--- config.mk ---
export PLATFORM = sky130hd
export DESIGN_NAME = nyan_song_sequencer
export DESIGN_NICKNAME = d
export VERILOG_FILES = /design/src/rtl/nyan_song_sequencer.sv
export SDC_FILE = /design/constraint.sdc
export NUM_CORES = 1
export LEC_CHECK = 0
export ABC_AREA = 1
export CAP_MARGIN = 25
export CORE_ASPECT_RATIO = 1.25
export CORE_MARGIN = 2
export CORE_UTILIZATION = 50
export DETAILED_ROUTE_END_ITERATION = 7
export GPL_ROUTABILITY_DRIVEN = 0
export PLACE_DENSITY = 0.93
export SETUP_SLACK_MARGIN = 0.3
export SLEW_MARGIN = 20
export SYNTH_ARGS = -nofsm -noshare
export SYNTH_HDL_FRONTEND = slang
export SYNTH_SLANG_ARGS = --single-unit
export TNS_END_PERCENT = 10
--- constraint.sdc ---
create_clock -name clk -period 2.5 [get_ports clk]
set_clock_uncertainty 0.15 [all_clocks]
set_input_delay 0.375 -clock clk [delete_from_list [all_inputs] [get_ports clk]]
set_output_delay 0.375 -clock clk [all_outputs]
set_load 0.05 [all_outputs]
--- src/rtl/nyan_song_sequencer.sv ---
// Beat scheduler: frame ticks -> pattern fetch -> voice triggers and envelope decay.
// Define NYAN_SEQ_KICK_EN to build the kick pitch-sweep logic.
module nyan_song_sequencer #(
  parameter int TICKS_PER_BEAT = 6,
  parameter int SONG_END       = 287,
  parameter int LOOP_START     = 32
) (
  input  logic        clk,
  input  logic        rst_n,
  input  logic        frame_stb,
  input  logic        run,
  output logic        rom_req,
  output logic [8:0]  rom_addr,
  input  logic        rom_ack,
  input  logic [12:0] rom_data,
  output logic [8:0]  songpos,
  output logic [1:0]  loop_count,
  output logic        beat_stb,
  output logic [2:0]  mel_note,
  output logic [1:0]  mel_oct,
  output logic [2:0]  bass_note,
  output logic [1:0]  bass_oct,
  output logic [5:0]  mel_vol,
  output logic [5:0]  bass_vol,
  output logic        kick_on,
  output logic [8:0]  kick_inc,
  output logic        overrun
);

  typedef enum logic [1:0] {
    IDLE,
    FETCH,
    APPLY
  } state_t;

  localparam logic [2:0] TC_LAST = 3'(TICKS_PER_BEAT - 1);
  localparam logic [8:0] POS_END = 9'(SONG_END);
  localparam logic [8:0] POS_LOOP = 9'(LOOP_START);

  state_t     state;
  state_t     state_nx;
  logic [2:0] tick_ctr;
  logic       pending;
  logic       tick;
  logic       beat;
  logic       decay;
  logic       apply;
  logic [8:0] next_pos;

  // A pending tick is serviced exactly like a live strobe.
  assign tick  = run & (frame_stb | pending);
  assign beat  = (state == IDLE) & tick & (tick_ctr == TC_LAST);
  assign decay = (state == IDLE) & tick & (tick_ctr != TC_LAST);
  assign apply = (state == FETCH) & rom_ack;

  assign next_pos = (songpos == POS_END) ? POS_LOOP
                                         : songpos + 9'd1;

  always_ff @(posedge clk or negedge rst_n) begin
    if (!rst_n) state <= IDLE;
    else        state <= state_nx;
  end

  always_comb begin
    state_nx = state;
    unique case (state)
      IDLE:    if (beat) state_nx = FETCH;
      FETCH:   if (rom_ack) state_nx = APPLY;
      APPLY:   state_nx = IDLE;
      default: state_nx = IDLE;
    endcase
  end

  always_comb begin
    rom_req  = (state == FETCH);
    beat_stb = (state == APPLY);
  end

  always_ff @(posedge clk or negedge rst_n) begin
    if (!rst_n) begin
      tick_ctr   <= TC_LAST;
      rom_addr   <= '0;
      songpos    <= 9'h1ff;
      loop_count <= '0;
      mel_note   <= '0;
      mel_oct    <= '0;
      bass_note  <= '0;
      bass_oct   <= '0;
      mel_vol    <= '0;
      bass_vol   <= '0;
    end else begin
      if (beat) begin
        tick_ctr <= '0;
        rom_addr <= next_pos;
      end
      if (decay) begin
        tick_ctr <= tick_ctr + 3'd1;
        mel_vol  <= mel_vol - (mel_vol >> 3);
        bass_vol <= bass_vol - (bass_vol >> 2);
      end
      if (apply) begin
        songpos   <= rom_addr;
        mel_note  <= rom_data[2:0];
        mel_oct   <= rom_data[4:3];
        bass_note <= rom_data[8:6];
        bass_oct  <= rom_data[10:9];
        if (rom_data[5])  mel_vol  <= 6'd63;
        if (rom_data[11]) bass_vol <= 6'd63;
        if (songpos == POS_END)
          loop_count <= loop_count + 2'd1;
      end
    end
  end

  // One-deep tick buffer; a strobe that finds it full is lost.
  always_ff @(posedge clk or negedge rst_n) begin
    if (!rst_n) begin
      pending <= 1'b0;
      overrun <= 1'b0;
    end else if (!run) begin
      pending <= 1'b0;
    end else if (state != IDLE) begin
      if (frame_stb) begin
        if (pending) overrun <= 1'b1;
        else         pending <= 1'b1;
      end
    end else if (pending) begin
      pending <= frame_stb;
    end
  end

`ifdef NYAN_SEQ_KICK_EN
  logic [1:0] kick_ctr;
  logic [8:0] kick_r;

  always_ff @(posedge clk or negedge rst_n) begin
    if (!rst_n) begin
      kick_ctr <= '0;
      kick_r   <= '0;
    end else if (decay && kick_ctr != 2'd0) begin
      kick_ctr <= kick_ctr + 2'd1;
      kick_r   <= kick_r - (kick_r >> 3);
    end else if (apply && rom_data[12]) begin
      kick_ctr <= 2'd1;
      kick_r   <= 9'h180;
    end
  end

  assign kick_on  = (kick_ctr != 2'd0);
  assign kick_inc = kick_r;
`else
  logic unused_kick;
  assign unused_kick = rom_data[12];
  assign kick_on     = 1'b0;
  assign kick_inc    = '0;
`endif

endmodule

### Yosys cells after proc, flatten, opt, wreduce, memory -nomap -nowiden

Index checks and enable logic that the tools add are counted.
W data, S select, Z words.

| operators by class | value |
|---|---|
| add/sub/neg operators | 5 |
| equality and inequality tests | 8 |
| multiplexer cells | 16 |
| bitwise operators | 6 |
| reduce and logical (&&, ||, !) cells | 6 |

Operator list:

| kind | number |
|---|---|
| $mux W6 | 6 |
| $add A9 B1 Y9 const B | 1 |
| $eq A9 B9 Y1 const B | 1 |
| $mux W9 | 1 |
| $mux W3 | 2 |
| $ne A3 B3 Y1 const B | 2 |
| $sub A6 B3 Y6 | 1 |
| $sub A6 B4 Y6 | 1 |
| $and A1 B1 Y1 | 5 |
| $mux W1 | 4 |
| $mux W2 | 2 |
| $pmux W2 S2 | 1 |
| $reduce_and A2 Y1 | 2 |
| $reduce_and A4 Y1 | 1 |
| $reduce_bool A2 Y1 | 2 |
| $add A3 B1 Y3 const B | 1 |
| $eq A3 B3 Y1 const B | 1 |
| $add A2 B1 Y2 const B | 1 |
| $eq A2 B1 Y1 const B | 1 |
| $eq A2 B2 Y1 const B | 1 |
| $logic_not A2 Y1 | 1 |
| $ne A2 B1 Y1 const B | 1 |
| $ne A2 B2 Y1 const B | 1 |
| $or A1 B1 Y1 | 1 |

| storage, ports and cells | value |
|---|---|
| register bits | 49 |
| output and inout port bits | 55 |
| word-level logic and storage cells | 54 |

### Depth between registers and ports, before layout

Gate-level depths: netlist (run 1).

| depth | value |
|---|---|
| word-level depth | 7 |
| gate-level depth with buffers | 10 |
| mapped depth without buffers | 10 |

### Least setup slack after synthesis (run 1)

OpenSTA, ideal clock, no wires.

| path | value |
|---|---|
| path kind | reg-to-reg |
| start | reg bass_vol[2] |
| end | reg bass_vol[4] |
| setup time | 0.126 ns |
| data arrival time | 1.779 ns |
| required time | 2.224 ns |
| path slack | 0.445 ns |
| cell stages (with the launch flop) | 10 |
| buffers on the path | 0 |
| path through | dfrtp_1 > ha_1 > inv_1 > fa_1 > nand2_1 > inv_1 > o21ai_0 > nand3_1 > nand2_1 > nand3_1 |

| between the ends | value |
|---|---|
| word-level cells in the longest chain between the ends | 4 |

Ends and longest elaborated chain:

| item | RTL line | text |
|---|---|---|
| from (decl) | 24 | `output logic [5:0] bass_vol,` |
| from (signal assigned) | 99 | `bass_vol <= bass_vol - (bass_vol >> 2);` |
| $sub A6 B4 Y6 * | 99 |  |
| $mux W6 * | 96 | `if (decay) begin` |
| $mux W6 | 108 | `if (rom_data[11]) bass_vol <= 6'd63;` |
| $mux W6 * | 101 | `if (apply) begin` |

Every way passes the cells marked *; elsewhere a longest branch is shown, timed or not.
A chain may end at the register's enable or synchronous reset.

### Final worst setup path (run 1)

| path | value |
|---|---|
| start | reg songpos[2] |
| end | out songpos[2] |

RTL lines:

| item | RTL line | text |
|---|---|---|
| from (decl) | 16 | `output logic [8:0] songpos,` |
| from (signal assigned) | 102 | `songpos <= rom_addr;` |

No word-level cell between the ends.

==> summary.txt, run 1 <==
Top post-synthesis cells by area = dfrtp_1, nand2_1, dfstp_2
TNS Setup = 0 ns
Iteration-0 DRC Markers = 111
Sequential fraction of the synthesis area = 48.3%
Nets = 388
Commonest non-fill, non-tap cell in the layout = nand2_1
Pwr/cell area = 1490 nW/µm²
Yosys reg bits = 49
Number of antenna violations at the first check in global routing = 0
Antenna viol nets, final = 0
CP Launch Type = register
# H-tree levels = 2
Drt total wl = 5.23 mm
Fraction of layout cells with a size suffix above 1 = 11.4%
Crit. End Element = primary output
Worst-path clk slew = 0.09 ns
# setup viols final = 0
Min-Delay Path Class = primary input to async pin
Worst skew pair latency = 0.30 ns
First-pass GRT wire length = 8.83 mm
Final Critical Period = 2.22 ns
PortBufs = 61
Initial Utilization = 51.3%
Max-slew violations = 0
CP Buf/Inv Count = 1
Rows = 29
Status = finished clean
Reg2Reg Depth = 10
Worst R2R Start = bass_vol[0]$_DFF_PN0_
Most frequent cells in the layout = nand2_1, clkdlybuf4s50_1, dfrtp_1
Gr ovfl total = 0
Worst Slack Setup Final = 0.280 ns
Critical Path RT = 1.98 ns
Dominant cell type by area after synthesis = dfrtp_1
Post-synthesis cell type count = 35
Maximum resistive drop on vdd = 0.826 mV
Crit-path cells = clkdlybuf4s50_1
# Post-CTS Setup Buffers = 0
Mapped Area = 2570 µm²
WL per Instance = 12.4 µm
Synthesized area per cell = 8.77 µm²
DR WL met3 = 258 µm
Yosys top cell area share = 37.0%
Drt pass-1 iters = 4
Relative slew margins = 65.0%
R2R setup slack = 0.64 ns
Cts bufs inserted = 5
Via density per instance = 4.99
CP max-delay cell = clkdlybuf4s50_1
Largest net degree at the start of global routing = 40
Met2 Wirelength = 2.86 mm
CP max stage delay = 0.82 ns
Worst reg2reg endpoint = bass_vol[4]$_DFF_PN0_
Max Used Layer = met4
# diodes = 0
Post-DP HPWL = 4.08 mm
Synth Warn # = 0
Via count = 2100
Total GRT Usage = 20.1%
Delay-heaviest family, CP = buffers and inverters
Max Root-Sink Buffers = 2
Final Hold Viols = 0
RSZ-0062 raised after global routing = true
TritonCTS clock tree = built
Stages on worst setup path = 1
Crit path max fanout = 5
Vias in the first global route = 2056
Syn Inst Count = 293
Metal-1 WL = 2.00 mm
Crit path arrival time = 1.70 ns
Die width = 68.1 µm
Total clock sinks = 49
Synth-to-layout area growth = 28.7%
CTS Root Cell = clkbuf_8
MaxCap Viol Count = 0
Die Ht = 84.1 µm
P_leak = 1.60 nW
Die area = 5730 µm²
Fmax = 450 MHz
Core outline area = 5010 µm²
DRC violations left = 0
Worst-margin pin slew = 0.524 ns
Post-route clock period utilization = 88.8%
Critical Setup Path Class = register to primary output
IO Count = 73
Worst slack at placement = 0.415 ns
[routing by layer]
layer	vias up	global-route usage (%)
li1	1039	-
met1	996	22.3
met2	53	35.8
met3	12	5.23
met4	0	7.27
met5	-	0
[cells in the mapped netlist, drive strengths merged]
cell	count
or2	2
dfstp	11
fa	2
nand3b	1
nor2	24
ha	10
a21boi	2
o21ai	20
nand2	91
o21bai	1
a21oi	3
dfrtp	38
o211ai	2
a21o	1
inv	34
xor2	4
nand3	23
o31ai	1
nand4	4
buf	16
o22ai	2
conb	1
[through the flow]
step	instances	utilization (%)	hold slack, ns	power (mW)	area, µm²
2_1_floorplan	302	-	-0.0706	3.51	2600
3_3_place_gp	412	63.7	0.0938	4.28	3190
3_5_place_dp	412	63.7	0.100	4.40	3190
4_1_cts	421	66.0	0.316	4.97	3300
5_1_grt	421	66.0	0.331	5.26	3310
6_report	421	66.0	0.313	4.93	3310
[how the worst max path moves through the flow]
stage | start | endpoint | slack, ns
after floorplan | bass_vol[2]$_DFF_PN0_ | bass_vol[4]$_DFF_PN0_ | 0.44
after global placement | frame_stb | mel_vol[5]$_DFF_PN0_ | 0.48
after detailed placement | frame_stb | mel_vol[5]$_DFF_PN0_ | 0.41
after CTS | songpos[4]$_DFFE_PN1P_ | songpos[4] | 0.23
after global routing | songpos[0]$_DFFE_PN1P_ | songpos[0] | 0.22
final | songpos[2]$_DFFE_PN1P_ | songpos[2] | 0.28
[flip-flops by register name, summed over array words and instances (netlist names), 3 cells and up]
register   count
bass_note      3
bass_vol       6
mel_note       3
mel_vol        6
rom_addr       9
songpos        9
tick_ctr       3
[logic make-up after synthesis]
family                     after synthesis  synth area share (%)
adders and majority gates               12                  6.43
AOI/OAI and AO/OA                       32                  7.31
and+or+nand+nor                        145                  26.7
other                                    1                 0.146
xor gates and xnor gates                 4                  1.36
buffers and inverters                   50                  9.74
DFF                                     49                  48.3
[where the power goes]
group          internal, mW  switching, mW  leakage [nW]
logic                 0.947           1.93         0.952
clock network         0.297          0.260        0.0552
registers              1.19          0.304         0.594
total                  2.44           2.49          1.60
[layout make-up]
cell class,instances,area (µm²)
clock buffer,6,72.6
clock inverter,2,35.0
fill,419,1700
inverter,34,130
multi-input combinational,203,1110
sequential,49,1240
tap,62,77.6
timing repair buffer,65,639
[repair_timing]
action | CTS | global route
gates resized for setup | 1 | 1
endpoints found under the hold margin | 10 | 0
setup endpoints to repair | 10 | 10
hold buffers | 1 | 0
pin swaps | 0 | 0
No activity file was read; power rests on OpenSTA's default activity.
==> run 2, diff against run 1 <==
CORE_MARGIN = 4   (was 2)
==> run 2 against run 1 <==
  * Count of clock-buffer cells in the layout down 1
  * Routed wire length increased by 0.27%
  * Sequential power hardly changed
  * Via count is 0.29% lower
  * Sequential cell count unchanged
  * Die area is 11% higher
  * Critical path depth unchanged
==> summary.txt, run 2 (synthesis gave the netlist of run 1 again) <==
# setup viols final = 0 (unchanged)
Sw Ratio = 51.7% (was 50.6%)
Number of antenna violations at the first check in global routing = 0 (unchanged)
Worst skew pair latency = 0.30 ns (about the same)
MaxCap Viol Count = 0 (unchanged)
Synth-to-layout area growth = 28.1% (was 28.7%)
Clock network fraction of total power = 9.5% (was 11.3%)
Fin cells = 420 (was 421)
CP Buf/Inv Count = 1 (unchanged)
Worst-margin pin slew = 0.649 ns (was 0.524 ns)
Biggest regs = rom_addr (9), songpos (9) (unchanged)
Crit-path cells = clkdlybuf4s50_1 (unchanged)
Power share of the combinational group = 59.6% (was 58.4%)
Iteration-0 DRC Markers = 78 (was 111)
Rows = 28 (was 29)
PortBufs = 61 (unchanged)
TNS Setup = 0 ns (unchanged)
Min-Delay Path Class = register to register (was primary input to async pin)
Vias in the first global route = 2101 (was 2056)
Crit. End Element = primary output (unchanged)
R2R setup slack = 0.61 ns (was 0.64 ns)
Final Util = 67.6% (was 66.0%)
CTS Root Cell = clkbuf_8 (unchanged)
Maximum resistive drop on vdd = 0.869 mV (was 0.826 mV)
WL per Instance = 12.5 µm (was 12.4 µm)
Worst hold slack = 0.313 ns (about the same)
Internal = 2.33 mW (was 2.44 mW)
Commonest non-fill, non-tap cell in the layout = nand2_1 (unchanged)
CP Launch Type = register (unchanged)
Fraction of layout cells with a size suffix above 1 = 11.9% (was 11.4%)
Worst-path clk slew = 0.09 ns (about the same)
Fill count = 377 (was 419)
Total clock sinks = 49 (unchanged)
Largest net degree at the start of global routing = 31 (was 40)
Net Sw Power = 2.50 mW (was 2.49 mW)
Antenna viol nets, final = 0 (unchanged)
Delay-heaviest family, CP = buffers and inverters (unchanged)
Worst R2R Start = bass_vol[0]$_DFF_PN0_ (unchanged)
Pwr/cell area = 1470 nW/µm² (was 1490 nW/µm²)
Drt total wl = 5.25 mm (was 5.23 mm)
Final Hold Viols = 0 (unchanged)
Die Ht = 88.1 µm (was 84.1 µm)
# diodes = 0 (unchanged)
Hold path depth = 1
Cts bufs inserted = 5 (unchanged)
Via count = 2094 (was 2100)
Crit path arrival time = 1.70 ns (about the same)
Crit path max fanout = 5 (unchanged)
Worst Hold Launch = overrun$_DFFE_PN0P_
TritonCTS clock tree = built (unchanged)
Critical Path RT = 1.98 ns (about the same)
Worst reg2reg endpoint = bass_vol[4]$_DFF_PN0_ (unchanged)
Fmax = 450 MHz (about the same)
Via density per instance = 4.99 (about the same)
CP max-delay cell = clkdlybuf4s50_1 (unchanged)
P_leak = 1.60 nW (about the same)
Total GRT Usage = 18.1% (was 20.1%)
Sequential share of power = 31.0% (was 30.3%)
Placed Cells = 411 (was 412)
Final Critical Period = 2.22 ns (about the same)
CP max stage delay = 0.81 ns (was 0.82 ns)
Post-route clock period utilization = 88.8% (about the same)
RSZ-0062 raised after global routing = true (unchanged)
Status = finished clean (unchanged)
Initial Utilization = 52.7% (was 51.3%)
Max-slew violations = 0 (unchanged)
Critical Setup Path Class = register to primary output (unchanged)
DRC violations left = 0 (unchanged)
# H-tree levels = 2 (unchanged)
First-pass GRT wire length = 9.13 mm (was 8.83 mm)
IO Count = 73 (unchanged)
Reg2Reg Depth = 10 (unchanged)
# Post-CTS Setup Buffers = 0 (unchanged)
Core outline area = 4870 µm² (was 5010 µm²)
Hold Path Sink = overrun$_DFFE_PN0P_
Post-DP HPWL = 4.04 mm (was 4.08 mm)
Gr ovfl total = 0 (unchanged)
Max Root-Sink Buffers = 2 (unchanged)
Most frequent cells in the layout = nand2_1, clkdlybuf4s50_1, dfrtp_1 (unchanged)
Nets = 389 (was 388)
Die area = 6360 µm² (was 5730 µm²)
Drt pass-1 iters = 4 (unchanged)
Die width = 72.1 µm (was 68.1 µm)
Relative slew margins = 56.7% (was 65.0%)
run 2: cell types whose count changed in the layout (fill, tap and decap cells not counted):
cell / before / now
buf_4: 3 / 4
clkbuf_1: 1 / 0
clkinv_2: 1 / 2
clkinvlp_4: 0 / 1
bufinv_16: 1 / 0
run 2: layout make-up:
cell class / count / area (µm²) / area share (%)
clock inverters: 3 / 17.5 / 0.532
well taps: 60 / 75.1 / 2.28
clock buffers: 5 / 68.8 / 2.09
multi-input cells: 203 / 1110 / 33.8
repair buffers: 66 / 647 / 19.7
flip-flops and latches: 49 / 1240 / 37.7
inverters: 34 / 130 / 3.95
run 2: through the flow:
stage / cell area, µm² / total power, mW / setup WS, ns
after floorplan: 2600 / 3.51 / 0.445
after global placement: 3190 / 4.30 / 0.479
after detailed placement: 3190 / 4.40 / 0.422
after CTS: 3290 / 4.87 / 0.215
after global routing: 3290 / 5.20 / 0.221
final: 3290 / 4.83 / 0.280
run 2: repair_timing:
action,in CTS,in global routing
gates resized for setup,1,1
setup endpoints to repair,10,10
hold buffers,1,0
hold endpoints to repair,19,0
run 2: worst max path at each step:
stage,cells past startpoint,slack (ns),end,from
2_1_floorplan,9,0.44,bass_vol[4]$_DFF_PN0_,bass_vol[2]$_DFF_PN0_
3_3_place_gp,9,0.48,rom_addr[4]$_DFFE_PN0P_,frame_stb
3_5_place_dp,9,0.42,rom_addr[4]$_DFFE_PN0P_,frame_stb
4_1_cts,1,0.21,songpos[4],songpos[4]$_DFFE_PN1P_
5_1_grt,1,0.22,songpos[2],songpos[2]$_DFFE_PN1P_
6_report,1,0.28,songpos[5],songpos[5]$_DFFE_PN1P_
run 2: power groups by stage:
stage          combinational (mW)  clock, mW  sequential (mW)
4_1_cts                      2.90      0.476             1.50
3_3_place_gp                 2.81          0             1.49
5_1_grt                      3.14      0.503             1.55
2_1_floorplan               0.980          0             2.53
6_report                     2.88      0.457             1.49
3_5_place_dp                 2.89          0             1.51
run 2: per-layer routing:
metal	wire (µm)	up-vias	global-route usage (%)
li1	-	1037	-
met1	2020	971	20.8
met2	2750	75	32.4
met3	365	11	4.71
met4	106	0	6.50
met5	0	-	0
==> run 3, diff against run 2 <==
PLACE_DENSITY = 0.88   (was 0.93)
==> run 3 against run 2 <==
  * Count of clock-buffer cells in the layout unchanged
  * Final cell count fell by 0.48%
  * Sequential power about the same
  * Non-clock buffer count down 2
  * Setup slack lost 0.015 ns
  * Combinational power barely moved
  * Clock power is 25% higher
  * Critical endpoint is now songpos[2]
  * Largest power group unchanged
  * Highest routed layer unchanged
==> summary.txt, run 3 (synthesis gave the netlist of run 1 again) <==
Status = finished clean (unchanged)
# Post-CTS Setup Buffers = 0 (unchanged)
First-pass GRT wire length = 9.31 mm (was 9.13 mm)
IO Count = 73 (unchanged)
Reg2Reg Depth = 10 (unchanged)
Post-route clock period utilization = 89.4% (was 88.8%)
CTS Root Cell = clkbuf_8 (unchanged)
Fmax = 447 MHz (was 450 MHz)
Biggest regs = rom_addr (9), songpos (9) (unchanged)
Crit path max fanout = 5 (unchanged)
Sw Ratio = 50.6% (was 51.7%)
Nets = 387 (was 389)
Critical Path RT = 1.98 ns (about the same)
Number of antenna violations at the first check in global routing = 0 (unchanged)
Worst R2R Start = bass_vol[0]$_DFF_PN0_ (unchanged)
# diodes = 0 (unchanged)
Worst Slack Setup Final = 0.264 ns (was 0.280 ns)
Crit path arrival time = 1.71 ns (was 1.70 ns)
Delay-heaviest family, CP = buffers and inverters (unchanged)
Worst-margin pin slew = 0.606 ns (was 0.649 ns)
Sequential share of power = 30.3% (was 31.0%)
Worst setup path endpoint = songpos[2] (was songpos[5])
Antenna viol nets, final = 0 (unchanged)
Crit. End Element = primary output (unchanged)
Pwr/cell area = 1490 nW/µm² (was 1470 nW/µm²)
Fill count = 396 (was 377)
CP Launch Type = register (unchanged)
# setup viols final = 0 (unchanged)
DRC violations left = 0 (unchanged)
Crit-path cells = clkdlybuf4s50_1 (unchanged)
Commonest non-fill, non-tap cell in the layout = nand2_1 (unchanged)
Net Sw Power = 2.50 mW (about the same)
Maximum resistive drop on vdd = 0.853 mV (was 0.869 mV)
MaxCap Viol Count = 0 (unchanged)
P_leak = 1.60 nW (about the same)
Stages on worst setup path = 1 (unchanged)
Cts bufs inserted = 5 (unchanged)
Gr ovfl total = 0 (unchanged)
Min-Delay Path Class = primary input to async pin (was register to register)
Synth-to-layout area growth = 28.5% (was 28.1%)
RSZ-0062 raised after global routing = true (unchanged)
Post-route cell area = 3300 µm² (was 3290 µm²)
Via density per instance = 5.00 (was 4.99)
WL per Instance = 12.4 µm (was 12.5 µm)
Max-slew violations = 0 (unchanged)
Die Ht = 88.1 µm (unchanged)
Rows = 28 (unchanged)
Internal = 2.43 mW (was 2.33 mW)
Worst-path clk slew = 0.09 ns (about the same)
PortBufs = 61 (unchanged)
Total clock sinks = 49 (unchanged)
Iteration-0 DRC Markers = 61 (was 78)
Worst slack at placement = 0.395 ns (was 0.422 ns)
Fraction of layout cells with a size suffix above 1 = 11.7% (was 11.9%)
Total GRT Usage = 18.3% (was 18.1%)
TNS Setup = 0 ns (unchanged)
R2R setup slack = 0.62 ns (was 0.61 ns)
Critical Setup Path Class = register to primary output (unchanged)
CP max stage delay = 0.82 ns (was 0.81 ns)
Final Critical Period = 2.24 ns (was 2.22 ns)
# H-tree levels = 2 (unchanged)
Initial Utilization = 52.7% (unchanged)
CP Buf/Inv Count = 1 (unchanged)
Drt pass-1 iters = 4 (unchanged)
Die width = 72.1 µm (unchanged)
TritonCTS clock tree = built (unchanged)
Worst reg2reg endpoint = bass_vol[4]$_DFF_PN0_ (unchanged)
Clock network fraction of total power = 11.6% (was 9.5%)
Core outline area = 4870 µm² (unchanged)
Power share of the combinational group = 58.1% (was 59.6%)
Via count = 2088 (was 2094)
Placed cell area = 3190 µm² (about the same)
Crit path from = songpos[2]$_DFFE_PN1P_ (was songpos[5]$_DFFE_PN1P_)
Vias in the first global route = 2144 (was 2101)
Largest net degree at the start of global routing = 50 (was 31)
CP max-delay cell = clkdlybuf4s50_1 (unchanged)
Final Hold Viols = 0 (unchanged)
Most frequent cells in the layout = nand2_1, clkdlybuf4s50_1, dfrtp_1 (unchanged)
Drt total wl = 5.19 mm (was 5.25 mm)
Worst hold slack = 0.00282 ns (was 0.313 ns)
Worst skew pair latency = 0.30 ns (about the same)
Relative slew margins = 59.6% (was 56.7%)
Die area = 6360 µm² (unchanged)
Post-DP HPWL = 3.86 mm (was 4.04 mm)
Max Root-Sink Buffers = 2 (unchanged)
-- run 3: metal layers --
| layer | wire length (µm) | vias to the layer above | track usage, % | share of wire (%) |
|---|---|---|---|---|
| li1 | - | 1028 | - | - |
| met1 | 2030 | 998 | 20.7 | 39 |
| met2 | 2770 | 55 | 33.5 | 53 |
| met3 | 318 | 7 | 4.48 | 6.1 |
| met4 | 66 | 0 | 5.81 | 1.3 |
| met5 | 0 | - | 0 | 0 |
-- run 3: cell type report --
cell class	instances	area, µm²	share of cell area, %
Sequential cell	49	1240	37.6
Multi-Input combinational cell	203	1110	33.7
Timing Repair Buffer	64	629	19.1
Inverter	34	130	3.94
Tap cell	60	75.1	2.27
Clock buffer	5	68.8	2.08
Clock inverter	3	46.3	1.40
-- run 3: through the flow --
| stage | power (mW) | utilization (%) | std cells |
|---|---|---|---|
| global route | 5.28 | 67.8 | 418 |
| CTS | 4.98 | 67.8 | 418 |
| floorplan | 3.51 | - | 302 |
| detailed placement | 4.39 | 65.4 | 410 |
| finish | 4.93 | 67.8 | 418 |
| global placement | 4.29 | 65.4 | 410 |
-- run 3: how the worst min path moves through the flow --
| stage | from | end | slack [ns] | depth (start not counted) |
|---|---|---|---|---|
| 4_1_cts | rst_n | overrun$_DFFE_PN0P_ | 0.03 | 2 |
| 6_report | rst_n | bass_vol[1]$_DFF_PN0_ | 0.003 | 2 |
| 3_3_place_gp | overrun$_DFFE_PN0P_ | overrun$_DFFE_PN0P_ | 0.29 | 1 |
| 2_1_floorplan | rst_n | bass_note[0]$_DFFE_PN0P_ | -0.07 | 0 |
| 3_5_place_dp | overrun$_DFFE_PN0P_ | overrun$_DFFE_PN0P_ | 0.30 | 1 |
| 5_1_grt | rst_n | bass_oct[1]$_DFFE_PN0P_ | 0.06 | 2 |
-- run 3: power by group through the flow --
stage / combinational, mW / clock (mW) / sequential [mW]
after floorplan: 0.980 / 0 / 2.53
after global placement: 2.80 / 0 / 1.49
after detailed placement: 2.88 / 0 / 1.51
after CTS: 2.89 / 0.590 / 1.50
after global routing: 3.10 / 0.620 / 1.56
final: 2.86 / 0.571 / 1.49
-- run 3: timing repair --
action                     4_1_cts  5_1_grt
cloned                           0        0
setup endpoints to repair        9        9
hold buffers                     0        0
gates resized for setup          1        1
